**config.mk**
```make
export PLATFORM = sky130hd
export DESIGN_NAME = rocc_cmd_queue
export DESIGN_NICKNAME = d
export VERILOG_FILES = /design/src/rtl/rocc_cmd_queue.sv
export SDC_FILE = /design/constraint.sdc
export NUM_CORES = 1
export LEC_CHECK = 0
export CAP_MARGIN = 20
export CORE_AREA = 5 5 161 280
export DETAILED_ROUTE_END_ITERATION = 8
export DIE_AREA = 0 0 166 285
export PLACE_DENSITY = 0.84
export SYNTH_ARGS = -nofsm -noshare
export SYNTH_HDL_FRONTEND = slang
export SYNTH_SLANG_ARGS = --single-unit
```
**constraint.sdc**
```tcl
create_clock -name clock -period 15.69 [get_ports clock]
set_clock_uncertainty 0.15 [all_clocks]
set_input_delay 3.138 -clock clock [delete_from_list [all_inputs] [get_ports clock]]
set_output_delay 3.138 -clock clock [all_outputs]
set_load 0.02 [all_outputs]
```
**src/rtl/rocc_cmd_queue.sv**
```systemverilog
// rocc_cmd_queue
// Command FIFO between the core and a RoCC-style accelerator. It also tracks how
// many responses the accelerator still owes. The head command is held back when it
// expects a response (xd=1) and MAX_OUT responses are already outstanding.
// A response that arrives when none is owed sets a sticky underflow flag.
//
// Ports:
//   clock, reset        rising-edge clock, synchronous active-high reset
//   in_*                command from the core (valid/ready handshake)
//   out_*               head command offered to the accelerator (valid/ready)
//   resp_valid/ready    response handshake, monitored only
//   busy                queue non-empty or a response still owed
//   count               entries held
//   outstanding         responses owed
//   err_underflow       sticky: a response arrived with none owed
module rocc_cmd_queue #(
  parameter int XLEN    = 64,
  parameter int DEPTH   = 4,
  parameter int MAX_OUT = 4
) (
  input  logic                           clock,
  input  logic                           reset,
  input  logic                           in_valid,
  output logic                           in_ready,
  input  logic [6:0]                     in_funct,
  input  logic [4:0]                     in_rd,
  input  logic                           in_xd,
  input  logic [XLEN-1:0]                in_rs1,
  input  logic [XLEN-1:0]                in_rs2,
  output logic                           out_valid,
  input  logic                           out_ready,
  output logic [6:0]                     out_funct,
  output logic [4:0]                     out_rd,
  output logic                           out_xd,
  output logic [XLEN-1:0]                out_rs1,
  output logic [XLEN-1:0]                out_rs2,
  input  logic                           resp_valid,
  input  logic                           resp_ready,
  output logic                           busy,
  output logic [$clog2(DEPTH):0]         count,
  output logic [$clog2(MAX_OUT+1)-1:0]   outstanding,
  output logic                           err_underflow
);

  localparam int PW = $clog2(DEPTH);
  localparam int CW = PW + 1;
  localparam int OW = $clog2(MAX_OUT + 1);
  localparam int EW = 13 + 2 * XLEN;

  // Entry layout: {funct, rd, xd, rs1, rs2}
  logic [EW-1:0] mem [DEPTH];
  logic [EW-1:0] head;

  logic [PW-1:0] rd_ptr_reg, wr_ptr_reg;
  logic [CW-1:0] count_reg, count_next;
  logic [OW-1:0] outstanding_reg, outstanding_next;
  logic          err_reg, err_next;

  logic enq_fire, deq_fire, resp_fire, xd_issue;

  // Head is read straight from the storage registers, so a freshly written entry
  // only becomes visible after the write edge; there is no input-to-output path.
  assign head      = mem[rd_ptr_reg];
  assign out_funct = head[EW-1 -: 7];
  assign out_rd    = head[EW-8 -: 5];
  assign out_xd    = head[2*XLEN];
  assign out_rs1   = head[2*XLEN-1 -: XLEN];
  assign out_rs2   = head[XLEN-1:0];

  assign in_ready      = (count_reg != CW'(DEPTH));
  assign out_valid     = (count_reg != '0) && !(out_xd && (outstanding_reg == OW'(MAX_OUT)));
  assign busy          = (count_reg != '0) || (outstanding_reg != '0);
  assign count         = count_reg;
  assign outstanding   = outstanding_reg;
  assign err_underflow = err_reg;

  assign enq_fire  = in_valid && in_ready;
  assign deq_fire  = out_valid && out_ready;
  assign resp_fire = resp_valid && resp_ready;
  assign xd_issue  = deq_fire && out_xd;

  always_comb begin
    count_next = count_reg;
    if (enq_fire && !deq_fire)
      count_next = count_reg + CW'(1);
    else if (deq_fire && !enq_fire)
      count_next = count_reg - CW'(1);
  end

  // A response in the same cycle as an xd issue cancels it out, even at zero
  // outstanding: the response is treated as answering the command just issued.
  always_comb begin
    outstanding_next = outstanding_reg;
    err_next         = err_reg;
    if (xd_issue && !resp_fire)
      outstanding_next = outstanding_reg + OW'(1);
    else if (resp_fire && !xd_issue) begin
      if (outstanding_reg != '0)
        outstanding_next = outstanding_reg - OW'(1);
      else
        err_next = 1'b1;
    end
  end

  always_ff @(posedge clock) begin
    if (enq_fire)
      mem[wr_ptr_reg] <= {in_funct, in_rd, in_xd, in_rs1, in_rs2};
  end

  always_ff @(posedge clock) begin
    if (reset) begin
      rd_ptr_reg      <= '0;
      wr_ptr_reg      <= '0;
      count_reg       <= '0;
      outstanding_reg <= '0;
      err_reg         <= 1'b0;
    end else begin
      if (enq_fire) wr_ptr_reg <= wr_ptr_reg + PW'(1);
      if (deq_fire) rd_ptr_reg <= rd_ptr_reg + PW'(1);
      count_reg       <= count_next;
      outstanding_reg <= outstanding_next;
      err_reg         <= err_next;
    end
  end

endmodule

```
Word level (Yosys, flattened, before mapping)
Memories as Yosys holds them, arrays and structs flattened. A register that Yosys moved wholly into a read port is not among the register bits.
Index checks and enable logic that the tools add are counted.
Word-level totals
  bits in latches: 0
  register bits after elaboration: 11
  bits in read-only memories: 0
  memories: 1
  logic and storage cells: 48
  bits of input ports: 147
  RAM bits: 564
  output and inout bits: 151
Memory list
  mem: words 4, bits a word 141, read ports 1, clocked after memory_dff 1, write ports 1, RTL line 51  | logic [EW-1:0] mem [DEPTH];
Cells by class
  reductions and logical operators: 23
  divide/modulo/power cells: 0
  magnitude comparators: 0
  add/subtract/negate cells: 6
  equal/unequal tests: 2
  $mul: 0
  mux-type cells: 9
  shifts and indexed selects: 0
  bitwise logic cells: 2
Operators with widths (count)
  two-way mux 3 bit: 5
  logical AND 1 bit: 10
  adder 3 x 1 -> 3 bit (second input constant): 2
  nonzero test 2 bit: 3
  nonzero test 3 bit: 2
  subtractor 3 x 1 -> 3 bit (second input constant): 2
  zero test 1 bit: 5
  adder 2 x 1 -> 2 bit (second input constant): 2
  two-way mux 2 bit: 2
  equality test 3 bit (second input constant): 1
  inequality test 3 bit (second input constant): 1
  AND reduction 3 bit: 1
  two-way mux 1 bit: 2
  NOT 1 bit: 2
  AND reduction 2 bit: 1
  logical OR 1 bit: 1

Longest topological paths before layout
  depth in word-level cells: 10
  mapped depth: 10
  depth with buffers taken out: 9

Worst setup path after synthesis
OpenSTA, ideal clock, no wires.
  kind: input to register
  start point: input port in_valid
  end point: memory mem[0][0] in the netlist's numbering, enable pin
  path buffers: 0
  arrival: 6428 ps
  cell stages on the path: 1
  path slack: 8594 ps
  path through: and3_1
On the way
  longest elaborated chain between the ends: 3
RTL lines
  start, declared: RTL line 23  | input logic in_valid,
  logical AND 1 bit: RTL line 77  | assign enq_fire = in_valid && in_ready;
  two-way mux 1 bit: RTL line 106  | if (enq_fire)
  two-way mux 1 bit (not written as such): RTL line 107  | mem[wr_ptr_reg] <= {in_funct, in_rd, in_xd, in_rs1, in_rs2};
  end, declared: RTL line 51
No other way between the ends.

==> out/results.ini <==
[sta]
fin_crit_ns = 7.16
clock.fmax_mhz = 140
fin_ws_ns = 8.53
fin_hold_ws_ns = 0.336
slew_viol_final = 0
hold_viol = 0
min_period_over_period = 0.457
fin_tns_setup_ns = 0
rsz0062_at_grt = false
setup_viol_count_final = 0
tightest_slew_ns = 1.12
slew_headroom = 0.255

[finish]
num-fill-cells = 2758
largest_reg_flops = 564
nets = 1306
mostFrequentLayoutCells = edfxtp_1 (564), clkdlybuf4s50_1 (297), mux4_2 (141), clkbuf_16 (51), buf_4 (13)
fin_cells = 1764
syn_to_final_growth_pct = 26.1
drive_above_1_share = 0.200
final_common_cell = edfxtp_1

[run_status]
outcome = complete, no violations

[cts]
clk_latency_ns = 0.57
cts_hold_buf = 0
post-cts-setup-buffers = 0
cts.sinks = 577
cts_made_buffers = 49
clock_path_buffers = 3
cts-root-buf = clkbuf_16
htree_levels = 2
clk_pin_slew_ns = 0.06
post_cts_resized = 0
cts_tree = yes

[power_and_ir_drop]
finalPower_w = 0.00446
power-per-cell-area_mw_per_mm2 = 168
ir_drop_mv = 0.158
p_leak_nw = 8.35

[grt]
grt_pass1_wl_mm = 65.7
grt_pass1_vias = 10451
busiest_layer = met2
use_met1 = 0.203
grt_max_degree = 70
met3_usage = 0.0378
antenna_found_initial = 16
grt.total_usage = 0.183
grt_use_met2 = 0.333
grt_overflow = 0

[synthesis]
syn_area_mm2 = 0.0210
yosys_warnings = 0
synth_nets = 978
syn_inst = 822
netlist-cell-type-count = 30
synth-seq-cells = 577
yosys.area.top_type = edfxtp_1
syn_avg_cell_area_um2 = 25.6
synth_top_area_share = 0.806
yosysSeqAreaShare = 0.819
synth_area_leaders = edfxtp_1 (81%), mux4_2 (15%), dfxtp_1 (1.2%), ha_1 (0.42%), buf_2 (0.36%)

[place]
dpl.hpwl_mm = 27.7
port_buffers = 297
dp_slack_ns = 8.92
placed_cells = 1660
gp_congestion = 0.786

[drt]
wl_per_cell_um = 24.8
drt_iter0_drc = 709
routed_wl_mm = 43.7
vias = 9698
drtAntennaViolNets = 0
vias_per_cell = 5.50
drtPass1Iterations = 5
drc_errors = 0

[worst_setup_path]
crit_fanout = 43
regToRegEndpoint = outstanding[2]
end_kind = output port
r2r_cells = 9
rrSetupSlack_ns = 11.72
worstSetupPathType = register to output port
worstPathRequired_ns = 12.40
crit_path_start_kind = register
crit_arrival_ns = 3.88

[floorplan]
core-area_mm2 = 0.0424
start_util = 0.495
fp.dieArea_mm2 = 0.0473
die_y_um = 285
die_x_um = 166
ioPinCount = 298
row_count = 100

[job]
cap_violations = 0

[min_path]
hold_path_end = err_underflow
worstHoldPathType = register to register
min_from = err_underflow
min_delay_path_depth = 2

cell type report:
| type | count | area [µm²] | share of cell area |
|---|---|---|---|
| antenna | 13 | 32.5 | 0.00123 |
| multi-input combinational | 202 | 3650 | 0.138 |
| timing repair buffer | 310 | 3070 | 0.116 |
| sequential | 577 | 17200 | 0.649 |
| clock buffer | 66 | 1360 | 0.0514 |
| tap | 561 | 702 | 0.0265 |
| inverter | 10 | 37.5 | 0.00142 |
| clock inverter | 25 | 434 | 0.0164 |
Yosys cell counts, drive strengths merged:
cell / number
edfxtp: 564
mux4: 141
buf: 23
dfxtp: 13
clkbuf: 10
inv: 10
nor2: 8
ha: 7
a21oi: 6
and3: 5
nand2: 4
o21ai: 4
mux2: 3
nand3: 3
nor2b: 3
xor2: 3
a31oi: 2
fa: 2
o31ai: 2
or3: 2
a311oi: 1
mux2i: 1
nand3b: 1
nor3: 1
nor3b: 1
nor4: 1
or4: 1
power by group:
group	switching, W	leakage [nW]	internal (W)	total (W)
logic	0.000614	2.20	0.000601	0.00122
clock network	0.000521	0.871	0.000809	0.00133
registers	0.0000640	5.28	0.00185	0.00192
total	0.00120	8.35	0.00326	0.00446
metrics by stage:
| step | utilization | cell area [µm²] |
|---|---|---|
| after detailed placement | 0.581 | 24700 |
| after CTS | 0.624 | 26500 |
| after floorplan | - | 21000 |
| after global placement | 0.581 | 24700 |
| after global routing | 0.624 | 26500 |
| final | 0.625 | 26500 |
metal layers:
metal | vias up | part of all wire
met3 | 100 | 0.053
met1 | 5060 | 0.34
met2 | 329 | 0.56
li1 | 4203 | -
met5 | - | 0.00094
met4 | 6 | 0.050
cell families (layout without fill, tap and decap cells):
| logic type | Yosys count | after routing | synth area share |
|---|---|---|---|
| compound gates | 15 | 15 | 0.00471 |
| xor+xnor | 3 | 3 | 0.00125 |
| fa+ha+maj | 9 | 9 | 0.00608 |
| buf+inv | 43 | 411 | 0.00864 |
| flops | 577 | 577 | 0.819 |
| mux | 145 | 145 | 0.153 |
| other cells | 0 | 13 | 0 |
| simple gates | 30 | 30 | 0.00745 |
worst max-delay path, stage by stage (launching register included):
cell and delay (ns):
dfxtp_4 0.68, buf_4 0.59, buf_4 0.76, mux4_2 0.60, clkdlybuf4s50_1 0.61
worst max path at each step:
stage                     startpoint     endpoint  slack, ns  depth (start not counted)
after global placement      register  out_rs1[25]       8.97                          4
after CTS                   register  out_rs1[25]       8.31                          4
after detailed placement    register  out_rs1[25]       8.92                          4
final                       register  out_rs1[35]       8.53                          4
after global routing        register  out_rs1[35]       8.13                          4
after floorplan             in_valid    mem[0][0]       8.59                          1
(Power assumes the default switching activity.)
